`config.mk`:
```
export PLATFORM = sky130hd
export DESIGN_NAME = mem_access_unit
export DESIGN_NICKNAME = d
export VERILOG_FILES = /design/src/rtl/mem_access_unit.sv
export SDC_FILE = /design/constraint.sdc
export NUM_CORES = 1
export LEC_CHECK = 0
export ABC_AREA = 1
export CORE_ASPECT_RATIO = 1.2
export CORE_UTILIZATION = 41
export DETAILED_ROUTE_END_ITERATION = 16
export GPL_TIMING_DRIVEN = 0
export PLACE_DENSITY_LB_ADDON = 0.15
export SKIP_LAST_GASP = 1
export SLEW_MARGIN = 20
export SYNTH_ARGS = -nofsm -noshare
export SYNTH_HDL_FRONTEND = slang
export SYNTH_SLANG_ARGS = --single-unit
```
`constraint.sdc`:
```
create_clock -name CLK -period 3.2 [get_ports CLK]
set_clock_uncertainty 0.05 [all_clocks]
set_input_delay 0.64 -clock CLK [delete_from_list [all_inputs] [get_ports CLK]]
set_output_delay 0.64 -clock CLK [all_outputs]
set_load 0.02 [all_outputs]
```
`src/rtl/mem_access_unit.sv`:
```
// rtl/mem_access_unit.sv - MEM-stage load/store unit: RV32I request to word-aligned data-memory access
module mem_access_unit #(
  parameter int TIMEOUT_CYCLES = 255
) (
  input  logic        CLK,
  input  logic        RESET,
  input  logic [31:0] IN_ALU_RESULT,
  input  logic [31:0] IN_RS2_DATA,
  input  logic [2:0]  IN_FUNC3,
  input  logic        IN_MEM_READ,
  input  logic        IN_MEM_WRITE,
  output logic        BUSYWAIT,
  output logic [31:0] DMEM_OUT,
  output logic        FAULT,
  output logic [29:0] MEM_ADDRESS,
  output logic [3:0]  MEM_BYTE_EN,
  output logic [31:0] MEM_WRITEDATA,
  output logic        MEM_READ,
  output logic        MEM_WRITE,
  input  logic [31:0] MEM_READDATA,
  input  logic        MEM_BUSYWAIT
);

  typedef enum logic [1:0] {IDLE, ACCESS, DONE} state_t;

  state_t      state, state_nxt;
  logic [31:0] addr_q;
  logic [2:0]  func3_q;
  logic [31:0] wdata_q;
  logic [3:0]  be_q;
  logic        rd_q, wr_q;
  logic [7:0]  cnt_q;
  logic [31:0] dmem_q;
  logic        tmo_q;

  logic        is_byte, is_half, is_word, f3_legal, misalign;
  logic        req_any, req_err, req_ok, tmo_hit;
  logic [3:0]  be_nxt;
  logic [31:0] wdata_nxt;
  logic [7:0]  ld_byte;
  logic [15:0] ld_half;
  logic [31:0] load_val;

  always_comb begin
    is_byte  = (IN_FUNC3[1:0] == 2'b00);
    is_half  = (IN_FUNC3[1:0] == 2'b01);
    is_word  = (IN_FUNC3[1:0] == 2'b10);
    if (IN_MEM_READ)
      f3_legal = (IN_FUNC3 == 3'b000) || (IN_FUNC3 == 3'b001) || (IN_FUNC3 == 3'b010) ||
                 (IN_FUNC3 == 3'b100) || (IN_FUNC3 == 3'b101);
    else
      f3_legal = (IN_FUNC3 == 3'b000) || (IN_FUNC3 == 3'b001) || (IN_FUNC3 == 3'b010);
    misalign = (is_half && IN_ALU_RESULT[0]) || (is_word && (IN_ALU_RESULT[1:0] != 2'b00));
    req_any  = IN_MEM_READ | IN_MEM_WRITE;
    req_err  = req_any && ((IN_MEM_READ && IN_MEM_WRITE) || !f3_legal || misalign);
    req_ok   = req_any && !req_err;
  end

  always_comb begin
    if (is_byte) begin
      be_nxt    = 4'b0001 << IN_ALU_RESULT[1:0];
      wdata_nxt = {4{IN_RS2_DATA[7:0]}};
    end else if (is_half) begin
      be_nxt    = 4'b0011 << IN_ALU_RESULT[1:0];
      wdata_nxt = {2{IN_RS2_DATA[15:0]}};
    end else begin
      be_nxt    = 4'b1111;
      wdata_nxt = IN_RS2_DATA;
    end
  end

  // Lane extraction uses the address captured at issue, not the live EX/MEM value
  always_comb begin
    case (addr_q[1:0])
      2'd0:    ld_byte = MEM_READDATA[7:0];
      2'd1:    ld_byte = MEM_READDATA[15:8];
      2'd2:    ld_byte = MEM_READDATA[23:16];
      default: ld_byte = MEM_READDATA[31:24];
    endcase
    ld_half = addr_q[1] ? MEM_READDATA[31:16] : MEM_READDATA[15:0];
    case (func3_q)
      3'b000:  load_val = {{24{ld_byte[7]}}, ld_byte};
      3'b001:  load_val = {{16{ld_half[15]}}, ld_half};
      3'b100:  load_val = {24'd0, ld_byte};
      3'b101:  load_val = {16'd0, ld_half};
      default: load_val = MEM_READDATA;
    endcase
  end

  assign tmo_hit = (cnt_q == 8'(TIMEOUT_CYCLES - 1));

  // IDLE outputs are gated by RESET so a request held during reset cannot stall or fault
  always_comb begin
    state_nxt = state;
    BUSYWAIT  = 1'b0;
    FAULT     = 1'b0;
    case (state)
      IDLE: begin
        BUSYWAIT = RESET & req_ok;
        FAULT    = RESET & req_err;
        if (req_ok) state_nxt = ACCESS;
      end
      ACCESS: begin
        BUSYWAIT = 1'b1;
        if (!MEM_BUSYWAIT || tmo_hit) state_nxt = DONE;
      end
      DONE: begin
        FAULT     = tmo_q;
        state_nxt = IDLE;
      end
      default: state_nxt = IDLE;
    endcase
  end

  always_ff @(posedge CLK or negedge RESET) begin
    if (!RESET) begin
      state   <= IDLE;
      addr_q  <= '0;
      func3_q <= '0;
      wdata_q <= '0;
      be_q    <= '0;
      rd_q    <= 1'b0;
      wr_q    <= 1'b0;
      cnt_q   <= '0;
      dmem_q  <= '0;
      tmo_q   <= 1'b0;
    end else begin
      state <= state_nxt;
      case (state)
        IDLE: begin
          if (req_ok) begin
            addr_q  <= IN_ALU_RESULT;
            func3_q <= IN_FUNC3;
            wdata_q <= wdata_nxt;
            be_q    <= be_nxt;
            rd_q    <= IN_MEM_READ;
            wr_q    <= IN_MEM_WRITE;
            cnt_q   <= '0;
          end else if (req_err) begin
            dmem_q <= '0;
          end
        end
        ACCESS: begin
          if (!MEM_BUSYWAIT) begin
            if (rd_q) dmem_q <= load_val;
          end else if (tmo_hit) begin
            dmem_q <= '0;
            tmo_q  <= 1'b1;
          end else begin
            cnt_q <= cnt_q + 8'd1;
          end
        end
        DONE:    tmo_q <= 1'b0;
        default: tmo_q <= 1'b0;
      endcase
    end
  end

  assign MEM_READ      = (state == ACCESS) & rd_q;
  assign MEM_WRITE     = (state == ACCESS) & wr_q;
  assign MEM_BYTE_EN   = (state == ACCESS) ? be_q : 4'b0000;
  assign MEM_ADDRESS   = addr_q[31:2];
  assign MEM_WRITEDATA = wdata_q;
  assign DMEM_OUT      = dmem_q;

endmodule
```
==> results.yml, run 1 <==
power_and_ir_drop:
  max-vdd-ir-drop_mv: 0.470
  pwr_density_cell_nw_per_um2: 1010
  power_frac_comb: 0.497
  power_leakage_nw: 4.36
  power.share.clock: 0.227
  seq_power_share: 0.277
  netSwitchingPower_mw: 3.58
  switching_share: 0.391
  p_int_mw: 5.57
timing:
  slew_violations: 0
  whs_ns: 0.0915
  worst_slack_ns: 0.150
  fin_crit_ns: 3.05
  tns_ns: 0
  final-setup-viol-count: 0
  rsz0062_at_grt: "false"
  max_freq_ghz: 0.328
  finalCritPeriodShare: 0.953
  max-slew-margin-rel: 0.546
  hold_viol_final: 0
  tightest_slew_ns: 0.678
routing:
  via_per_inst: 4.75
  num_vias: 5758
  drt-total-wl_mm: 17.4
  antenna_left: 0
  avgRoutedWirePerCell_um: 14.4
  wl_met2_mm: 8.43
  wl_met1_mm: 7.22
  highest_layer: "met4"
  met3WireLength_mm: 1.38
  drc: 0
  drt-initial-drc-count: 298
  drt_pass1_iterations: 5
floorplanning:
  initial_utilization: 0.423
  io_pins: 206
  die_area_sq_um: 15400
  die_w_um: 114
  die_h_um: 136
  coreArea_sq_um: 14500
  row_count: 48
cts:
  cts_root_buffer: "clkbuf_16"
  numCtsBuffers: 17
  clk_path_buf_depth: 2
  htree_num_levels: 4
  clock_latency_ns: 0.42
  postCtsSetupRepairBufs: 0
  cts.clk_slew.worst_paths_ns: 0.05
  cts_tree: "built"
  cts.sink_count: 116
cells_and_area:
  area_delta_synth_final_pct: 48.6
  layout_common_cells: "nand2_1, clkdlybuf4s50_1, dfrtp_1"
  drive_gt1_frac: 0.144
  layout_commonest_cell: "nand2_1"
  antenna_cells: 0
  final_cells: 1212
  final_nets: 1110
synth:
  synthArstFlopShare: 1.00
  ys_types: 32
  yosysWarnings: 0
  synth_cells: 775
  syn_area_sq_um: 6120
  synth_seq_cells: 116
  synth_area_leaders: "dfrtp_1, nand2_1, o21ai_1"
  synth_area_per_cell_sq_um: 7.89
  ys_seq_area_frac: 0.474
  synthesis.nets: 885
  yosys.area.top_type: "dfrtp_1"
  synth_top_area_share: 0.474
  synth_top_flop_cell: "dfrtp_1"
  synth_edf_count: 0
flow_run:
  maxCapViolCount: 0
global_route:
  grt_overflow: 0
  grt_pass1_vias: 5648
  grt_max_degree: 78
  grt_pass1_wl_mm: 28.4
  track_usage: 0.239
  antenna_found_initial: 0
placement:
  place_inst: 1181
  hpwl_mm: 13.0
  pre_cts_slack_ns: -0.134
  portBuffers: 205
  place_congestion: 0.890
setup_path:
  cp_common_cell: "nand2_1"
  crit_slowest_cell: "clkdlybuf4s50_1"
  path_max_fanout: 4
  end_kind: "primary output"
  cp_top_family: "buffers and inverters"
  crit_type: "in2out"
  startpoint_type: "primary input"
  cp_num_buf_inv: 3
  worstPathCellList: "clkdlybuf4s50_1 > inv_1 > ha_1 > nand2_1 > nand2_1 > nand3_2 > nand3_1 > a21oi_1 > dlygate4sd2_1"
  cpPeakStageDelay_ns: 0.55
  cp_data_required_time_ns: 2.51
  crit_arrival_ns: 2.36
worst_hold_path:
  min_path_type: "in2async"
outcome:
  status: "finished, final reports clean"
==> state kept, by name, summed over array words and instances, names as in the netlist <==
signal         count
addr_q            32
state              2
tmo_q              1
cnt_q              8
be_q               4
rd_q               1
DMEM_OUT          32
func3_q            3
MEM_WRITEDATA     32
wr_q               1
==> per-stage QoR <==
step            util  area, sq um  power [mW]
3_3_place_gp   0.582         8420        7.05
2_1_floorplan      -         6120        5.20
5_1_grt        0.628         9090        9.70
4_1_cts        0.628         9090        9.20
3_5_place_dp   0.584         8450        7.10
6_report       0.628         9090        9.14
==> timing repair <==
item	CTS	global route
gates resized for setup	2	1
hold buffers	0	0
setup endpoints to repair	2	1
==> per-layer routing <==
metal,track usage,up-vias
li1,-,2880
met1,0.288,2631
met2,0.398,208
met3,0.0740,39
met4,0.0936,0
met5,0,-
==> worst register-to-register path, stage by stage, from the launching register on <==
cell and delay [ns]:
dfrtp_1 0.40, inv_1 0.10, ha_1 0.15, inv_1 0.04, nor2_1 0.12, nand2_1 0.08, nand3_2 0.09, nand2_2 0.06
clkinv_2 0.06, nand2_4 0.07, buf_6 0.15, buf_6 0.16, nand2_2 0.07, o21ai_2 0.05
==> worst paths after layout <==
check	start	to	slack, ns	cells after the start
setup / recovery	IN_ALU_RESULT[0]	FAULT	0.15	9
hold / removal	RESET	DMEM_OUT[29]	0.09	1
setup reg to reg	cnt_q[0]	DMEM_OUT[27]	1.46	13
hold reg to reg	DMEM_OUT[28]	DMEM_OUT[28]	0.43	2
max in group asynchronous	RESET	MEM_WRITEDATA[8]	2.28	2
min in group CLK	DMEM_OUT[28]	DMEM_OUT[28]	0.43	2
==> power groups by stage <==
stage	clock, mW	sequential [mW]	combinational, mW
finish	2.07	2.53	4.54
global route	2.15	2.61	4.94
CTS	2.10	2.53	4.58
detailed placement	0	2.53	4.57
global placement	0	2.53	4.52
floorplan	0	2.94	2.26
==> kinds of logic (layout without fill, tap and decap cells) <==
group,Yosys count,in the layout,share of synthesized area
XOR/XNOR,5,5,0.00716
flip-flops,116,116,0.474
buffers and inverters,151,388,0.127
AO/OA/AOI/OAI,167,167,0.151
adder cells (fa/ha/maj),6,6,0.0123
AND/OR/NAND/NOR,330,330,0.228
==> area by class of cell <==
cell class / count / area, sq um
repair buffers: 206 / 2080
plain buffers: 69 / 468
multi-input cells: 508 / 2440
well taps: 200 / 250
fillers: 1272 / 5380
inverters: 82 / 309
clock inverters: 8 / 146
flip-flops and latches: 116 / 2900
clock buffers: 23 / 498
==> synth_stat cells, drive strengths merged, types with 2 or more instances <==
library cell and number:
a221oi 8, a21oi 26, ha 6, nand2 232
o22ai 3, dfrtp 116, xor2 5, buf 63
o21ai 127, nor2 68, or2 2, nand3 25
clkbuf 6, inv 80, clkinv 2
(Power assumes the default switching activity.)
==> inputs of run 2 (changes only) <==
--- a/config.mk
+++ b/config.mk
@@ -10,7 +10,7 @@
 export CORE_UTILIZATION = 41
 export DETAILED_ROUTE_END_ITERATION = 16
 export GPL_TIMING_DRIVEN = 0
-export PLACE_DENSITY_LB_ADDON = 0.15
+export PLACE_DENSITY = 0.75
 export SKIP_LAST_GASP = 1
 export SLEW_MARGIN = 20
 export SYNTH_ARGS = -nofsm -noshare
==> run 2 against run 1 <==
Critical path depth stayed put. Largest cell class unchanged. Largest power group unchanged. Clock-buffer cell count fell by 2. Cell count is essentially flat. Sequential power hardly changed.
==> results.yml, run 2 (same netlist as run 1, synthesis figures left out) <==
outcome:
  status: "finished, final reports clean"
routing:
  avgRoutedWirePerCell_um: 14.4
  num_vias: 5763
  wl_met2_mm: 8.38
  wl_met1_mm: 6.83
  met3WireLength_mm: 1.69
  drt-initial-drc-count: 280
  drt_pass1_iterations: 6
  drt-total-wl_mm: 17.4
  antenna_left: 0
  drc: 0
  via_per_inst: 4.76
  highest_layer: "met4"
cts:
  htree_num_levels: 4
  cts_tree: "built"
  numCtsBuffers: 17
  postCtsSetupRepairBufs: 0
  cts_root_buffer: "clkbuf_16"
  holdBufCountCts: 0
  clock_latency_ns: 0.41
  clk_path_buf_depth: 2
  cts.clk_slew.worst_paths_ns: 0.05
  cts.sink_count: 116
cells_and_area:
  layout_common_cells: "nand2_1, clkdlybuf4s50_1, dfrtp_1"
  drive_gt1_frac: 0.143
  area_delta_synth_final_pct: 46.5
  final_cells: 1211
  final_nets: 1110
  n_fill_cell: 1304
  layout_commonest_cell: "nand2_1"
  ff_latch_area_sq_um: 2900
  multi_input_area_sq_um: 2440
  antenna_cells: 0
  fin_util: 0.619
timing:
  max_freq_ghz: 0.329
  slew_violations: 0
  final-setup-viol-count: 0
  max-slew-margin-rel: 0.512
  finalCritPeriodShare: 0.951
  tightest_slew_ns: 0.729
  fin_crit_ns: 3.04
  tns_ns: 0
  hold_viol_final: 0
  rsz0062_at_grt: "false"
flow_run:
  maxCapViolCount: 0
setup_path:
  crit_arrival_ns: 2.35
  path_max_fanout: 4
  startpoint_type: "primary input"
  crit_type: "in2out"
  cp_data_required_time_ns: 2.51
  end_kind: "primary output"
floorplanning:
  coreArea_sq_um: 14500
  row_count: 48
  io_pins: 206
  initial_utilization: 0.423
  die_area_sq_um: 15400
  die_h_um: 136
  die_w_um: 114
global_route:
  track_usage: 0.235
  antenna_found_initial: 0
  grt_max_degree: 72
  grt_pass1_vias: 5611
  grt_pass1_wl_mm: 27.8
  grt_overflow: 0
power_and_ir_drop:
  power_leakage_nw: 4.29
  max-vdd-ir-drop_mv: 0.550
  pwr_density_cell_nw_per_um2: 974
placement:
  portBuffers: 205
  place_inst: 1181
  hpwl_mm: 12.8
  place_congestion: 0.906
worst_hold_path:
  min_path_type: "in2async"
==> run 2: changes by cell type in the layout (fill, tap and decap cells not counted), sizes merged <==
cell and change:
clkbuf -1, bufinv -4, clkdlybuf4s15 -1, clkinvlp +3, clkinv +2
==> run 2: path summary, 6_finish.rpt <==
path | startpoint | endpoint | slack, ns | cells past startpoint
max | IN_ALU_RESULT[0] | FAULT | 0.16 | 9
min | RESET | addr_q[6] | 0.11 | 1
max reg2reg | cnt_q[0] | DMEM_OUT[28] | 1.50 | 13
min reg2reg | MEM_WRITEDATA[22] | MEM_WRITEDATA[22] | 0.43 | 2
max in group asynchronous | RESET | DMEM_OUT[19] | 2.27 | 2
min in group CLK | MEM_WRITEDATA[22] | MEM_WRITEDATA[22] | 0.43 | 2
==> run 2: routing by layer <==
| metal | up-vias | track usage |
|---|---|---|
| li1 | 2876 | - |
| met1 | 2587 | 0.271 |
| met2 | 263 | 0.386 |
| met3 | 37 | 0.0865 |
| met4 | 0 | 0.111 |
| met5 | - | 0 |
==> run 2: through the flow <==
step / power, mW / setup slack (ns) / hold WS (ns) / cell area, sq um
after global routing: 9.28 / 0.0327 / 0.140 / 8960
final: 8.73 / 0.157 / 0.109 / 8960
after floorplan: 5.20 / 0.896 / 0.294 / 6120
after global placement: 7.03 / -3.89 / 0.416 / 8420
after detailed placement: 7.09 / -0.265 / 0.422 / 8450
after CTS: 8.79 / 0.0196 / 0.116 / 8970
==> run 2: layout make-up <==
type / instances / area share
Clock inverter: 9 / 0.00656
Buffer: 69 / 0.0522
Inverter: 82 / 0.0345
Tap cell: 200 / 0.0279
Sequential cell: 116 / 0.324
Clock buffer: 21 / 0.0514
Multi-Input combinational cell: 508 / 0.272
Timing Repair Buffer: 206 / 0.231
==> run 2: power by group <==
part           leakage [nW]  internal (mW)  switching [mW]
Clock                 0.247           1.01           0.663
Combinational          2.54           2.05            2.49
Sequential             1.50           2.12           0.407
Total                  4.29           5.18            3.56
==> run 2: critical path: stages <==
cell	delay [ns]
clkdlybuf4s50_1	0.58
inv_1	0.11
ha_1	0.23
nand2_1	0.07
nand2_1	0.07
nand3_2	0.10
nand3_1	0.07
a21oi_1	0.25
clkbuf_2	0.23
==> run 2: timing repair <==
| action | in CTS | in global routing |
|---|---|---|
| cloned | 0 | 0 |
| setup endpoints to repair | 2 | 1 |
| resized for setup | 2 | 2 |
==> inputs of run 3 (changes only) <==
--- a/config.mk
+++ b/config.mk
@@ -12,7 +12,6 @@
 export GPL_TIMING_DRIVEN = 0
 export PLACE_DENSITY = 0.75
 export SKIP_LAST_GASP = 1
-export SLEW_MARGIN = 20
 export SYNTH_ARGS = -nofsm -noshare
 export SYNTH_HDL_FRONTEND = slang
 export SYNTH_SLANG_ARGS = --single-unit
==> results of run 3 <==
Same layout as run 2: the final DEF is identical, and so are final timing and power.
==> RTL change 1 (config.mk and constraints of run 3) <==
Encoding of `state_t`: now one-hot (3 bits for 3 states).
--- a/src/rtl/mem_access_unit.sv
+++ b/src/rtl/mem_access_unit.sv
@@ -21,7 +21,7 @@
   input  logic        MEM_BUSYWAIT
 );
 
-  typedef enum logic [1:0] {IDLE, ACCESS, DONE} state_t;
+  typedef enum logic [2:0] {IDLE = 3'b001, ACCESS = 3'b010, DONE = 3'b100} state_t;
 
   state_t      state, state_nxt;
   logic [31:0] addr_q;
Function: same outputs for any inputs over 4 cycles, from zero or initial values and one cycle with RESET low; so few cycles prove little.
==> RTL change 1 against run 3 <==
Non-clock buffer count up 2. Worst setup slack better by 0.013 ns. Total power fell by 3.0%. Sequential cell count up 1. Routed wire length is 5.6% higher. Largest power group unchanged. Synthesized area fell by 1.2%. Synthesized cell count grew 1.3%. Final area up 0.14%.
==> RTL change 1: results (changes against run 3) <==
outcome: "finished, final reports clean"  # unchanged
cts_max_level: 4  # unchanged
place.gp.congestion: 0.906  # about the same
clock_path_buffers: 2  # unchanged
maxCapViolCount: 0  # unchanged
clock_tree.root_cell: "clkbuf_16"  # unchanged
portBuffers: 205  # unchanged
wl_mm: 18.4  # was 17.4 mm
slowest_stage: "clkdlybuf4s50_1"  # unchanged
grt_max_degree: 85  # was 72
synthTopCellsByCount: "nand2_1 (261), dfrtp_1 (116), nor2_1 (79)"  # was nand2_1 (206), dfrtp_1 (116), inv_1 (76)
drt_iter0_markers: 385  # was 280
drt_pre_antenna_iters: 5  # was 6
antenna_cells: 0  # unchanged
grt_use_total_pct: 24.4  # was 23.5%
yosys_warnings: 0  # unchanged
leakagePower_nw: 4.23  # was 4.29 nW
min_path_type: "input pin to asynchronous set/reset pin"  # unchanged
slew_headroom_pct: 52.1  # was 51.2%
nNetsFinal: 1121  # was 1110
synthArstFlopShare_pct: 100  # unchanged
final_layout_size_suffix_gt1_share_pct: 11.0  # was 14.3%
r2r_cells: 11  # was 13
vdd_ir_drop_max_uv: 646  # was 550 uV
antenna_found_initial: 0  # unchanged
cp_max_fo: 4  # unchanged
numCtsBuffers: 17  # unchanged
arrival_ns: 2.34
grt_first_pass_wirelength_mm: 28.8  # was 27.8 mm
synth_cell_types: 27  # was 32
yosys-top-cells-area: "dfrtp_1 (48%), nand2_1 (16%), o21ai_1 (5.9%)"  # was dfrtp_1 (47%), nand2_1 (13%), o21ai_1 (5.6%)
insertion_delay_ns: 0.40
grt_pass1_vias: 5809  # was 5611
clk_pin_slew_worst_paths_ns: 0.06
cpPeakStageDelay_ns: 0.54  # was 0.58 ns
yosysSeqAreaShare_pct: 48.5  # was 47.4%
drt-vias-per-instance: 4.98  # was 4.76
cpLargestDelayFamily: "buffers and inverters"  # unchanged
place.detailed.hpwl_mm: 13.4  # was 12.8 mm
p_sw_share_pct: 40.3  # was 40.7%
syn-num-nets: 895  # was 885
==> RTL change 1: changes by cell type after synthesis, sizes merged, moves of 4 or more <==
cell / delta
nand3: +37
inv: -35
nand2: +31
o21ai: -30
nor2: +14
clkbuf: +12
buf: -11
a21oi: -4
==> RTL change 1: through the flow <==
stage	std cells	cell area [um2]	utilization, %	TNS, ns	worst slack [ns]
final	1199	8970	62.3	0	0.169
after global routing	1199	8970	62.3	0	0.0698
after CTS	1199	8970	62.3	-0.00422	-0.00422
after detailed placement	1166	8340	57.9	-0.835	-0.488
after global placement	1165	8310	57.7	-391.50	-3.86
after floorplan	785	6040	-	0	0.837
==> RTL change 1: what timing repair did <==
| action | in CTS | in global routing |
|---|---|---|
| gates resized for setup | 6 | 4 |
| setup buffers | 1 | 0 |
| endpoints found under the setup margin | 2 | 2 |
| pin swaps | 1 | 0 |
==> RTL change 1: area by class of cell <==
type / instances / area [um2]
multi-input combinational: 551 / 2500
timing repair buffer: 207 / 2080
fill: 1263 / 5440
clock inverter: 15 / 196
inverter: 47 / 176
buffer: 70 / 447
sequential: 117 / 2930
tap: 175 / 219
clock buffer: 17 / 425
==> RTL change 1: worst paths after layout <==
kind | from | end | slack [ns]
worst min-delay path | RESET | DMEM_OUT[26]$_DFFE_PN0P_ | 0.07
worst min register to register | addr_q[8]$_DFFE_PN0P_ | addr_q[8]$_DFFE_PN0P_ | 0.42
max in group asynchronous | RESET | state[2]$_DFFE_PN0P_ | 2.29
worst max register to register | cnt_q[0]$_DFFE_PN0P_ | DMEM_OUT[15]$_DFFE_PN0P_ | 1.32
worst max-delay path | IN_ALU_RESULT[1] | FAULT | 0.17
min in group CLK | addr_q[8]$_DFFE_PN0P_ | addr_q[8]$_DFFE_PN0P_ | 0.42
==> RTL change 1: logic make-up after synthesis <==
logic type | Yosys count | share of synthesized area, %
AND/OR/NAND/NOR | 410 | 28.0
buffers and inverters | 117 | 10.2
flip-flops | 117 | 48.5
AO/OA/AOI/OAI | 130 | 11.4
adder cells (fa/ha/maj) | 6 | 1.24
XOR/XNOR | 5 | 0.725
==> RTL change 1: layer usage <==
| layer | global-route usage (%) | share of wire, % | up-vias |
|---|---|---|---|
| li1 | - | - | 2953 |
| met2 | 41.4 | 49 | 248 |
| met4 | 10.7 | 2.9 | 0 |
| met1 | 28.6 | 40 | 2734 |
| met5 | 0 | 0 | - |
| met3 | 7.18 | 8.2 | 36 |
==> RTL change 1: power by group through the flow <==
stage / clock network, mW / registers (mW) / logic [mW]
floorplan: 0 / 2.66 / 2.14
global placement: 0 / 2.38 / 4.02
detailed placement: 0 / 2.39 / 4.07
CTS: 2.03 / 2.38 / 4.09
global route: 2.10 / 2.45 / 4.44
finish: 2.01 / 2.38 / 4.08
==> RTL change 2 (config.mk and constraints of run 3) <==
Without the edit above. `TIMEOUT_CYCLES`: 255 -> 127.
--- a/src/rtl/mem_access_unit.sv
+++ b/src/rtl/mem_access_unit.sv
@@ -1,6 +1,6 @@
 // rtl/mem_access_unit.sv - MEM-stage load/store unit: RV32I request to word-aligned data-memory access
 module mem_access_unit #(
-  parameter int TIMEOUT_CYCLES = 255
+  parameter int TIMEOUT_CYCLES = 127
 ) (
   input  logic        CLK,
   input  logic        RESET,
Function: no difference found for any inputs over 4 cycles, from zero or initial values and one cycle with RESET low; that may be too few to reach the edited logic, so the function may still have changed.
==> RTL change 2 against run 3 <==
Sequential cell count did not move. Routed wire length rose by 1.8%. Final area rose by 0.66%. Sequential power barely moved. Largest power group unchanged. Count of clock-buffer cells in the layout fell by 2. Total power rose by 2.4%. Worst setup slack got worse by 0.0092 ns. Non-clock buffer count did not move. Sequential share of layout area fell by 0.21 points. Core utilization rose by 0.41 points. Highest routed layer unchanged. Synthesized cell count fell by 0.13%. First-iteration DRC count fell by 1.8%. Synthesized area barely moved.
==> RTL change 2: results (changes against run 3) <==
outcome: "finished, final reports clean"  # unchanged
drt-vias-per-instance: 4.82  # was 4.76
reg2reg_slack_ns: 1.42  # was 1.50 ns
grt_max_degree: 61  # was 72
synth-compound-area-share_pct: 15.1  # about the same
num_vias: 5836  # was 5763
clock_cell_area_share_pct: 6.39  # was 5.79%
grt_pass1_vias: 5912  # was 5611
pre_cts_slack_ns: -0.178  # was -0.265 ns
post-route-util_pct: 62.3  # was 61.9%
seqPwrFrac_pct: 28.2  # was 28.9%
grt_use_met2_pct: 41.7  # was 38.6%
place.detailed.hpwl_mm: 13.1  # was 12.8 mm
fillers: 1296  # was 1304
grt_first_pass_wirelength_mm: 28.7  # was 27.8 mm
place.gp.congestion: 0.915  # was 0.906
dr_wl_met2_mm: 8.58  # was 8.38 mm
syn-instance-count: 774  # was 775
nNetsFinal: 1109  # was 1110
grt_use_total_pct: 24.4  # was 23.5%
final_layout_size_suffix_gt1_share_pct: 14.5  # was 14.3%
wl_mm: 17.7  # was 17.4 mm
yosys-top-cells-area: "dfrtp_1 (47%), nand2_1 (13%), o21ai_1 (5.6%)"  # unchanged
vdd_ir_drop_max_uv: 500  # was 550 uV
wl_met1_mm: 7.06  # was 6.83 mm
drt_pre_antenna_iters: 4  # was 6
wl_met3_mm: 1.62  # was 1.69 mm
yosysSeqAreaShare_pct: 47.5  # was 47.4%
synthAdderAreaFrac_pct: 1.23  # about the same
timing.hold.ws_ns: 0.122  # was 0.109 ns
place_area_um2: 8450  # about the same
p_sw_mw: 3.62  # was 3.56 mW
numPlacedInstances: 1180  # was 1181
clk-power_mw: 1.86  # was 1.68 mW
synthXorXnorAreaFrac_pct: 0.716  # about the same
==> RTL change 2: cell count changes in the layout (fill, tap and decap cells not counted), sizes merged <==
cell / run 3 / this run
clkinvlp: 4 / 3
clkbuf: 28 / 25
clkinv: 7 / 9
clkdlybuf4s15: 0 / 1
bufinv: 0 / 2
==> RTL change 2: worst max-delay path, stage by stage <==
cell             delay, ns
clkdlybuf4s50_1       0.52
inv_1                 0.12
ha_1                  0.22
nand2_1               0.07
nand2_1               0.08
nand3_2               0.10
nand3_1               0.08
a21oi_1               0.19
clkdlybuf4s15_1       0.34
==> RTL change 2: worst max path at each step <==
stage               end  slack, ns  cells after the start
2_1_floorplan  BUSYWAIT       0.90                      6
3_3_place_gp      FAULT      -3.84                      4
3_5_place_dp      FAULT      -0.18                      9
4_1_cts           FAULT       0.10                      9
5_1_grt           FAULT       0.02                      9
6_report          FAULT       0.15                      9
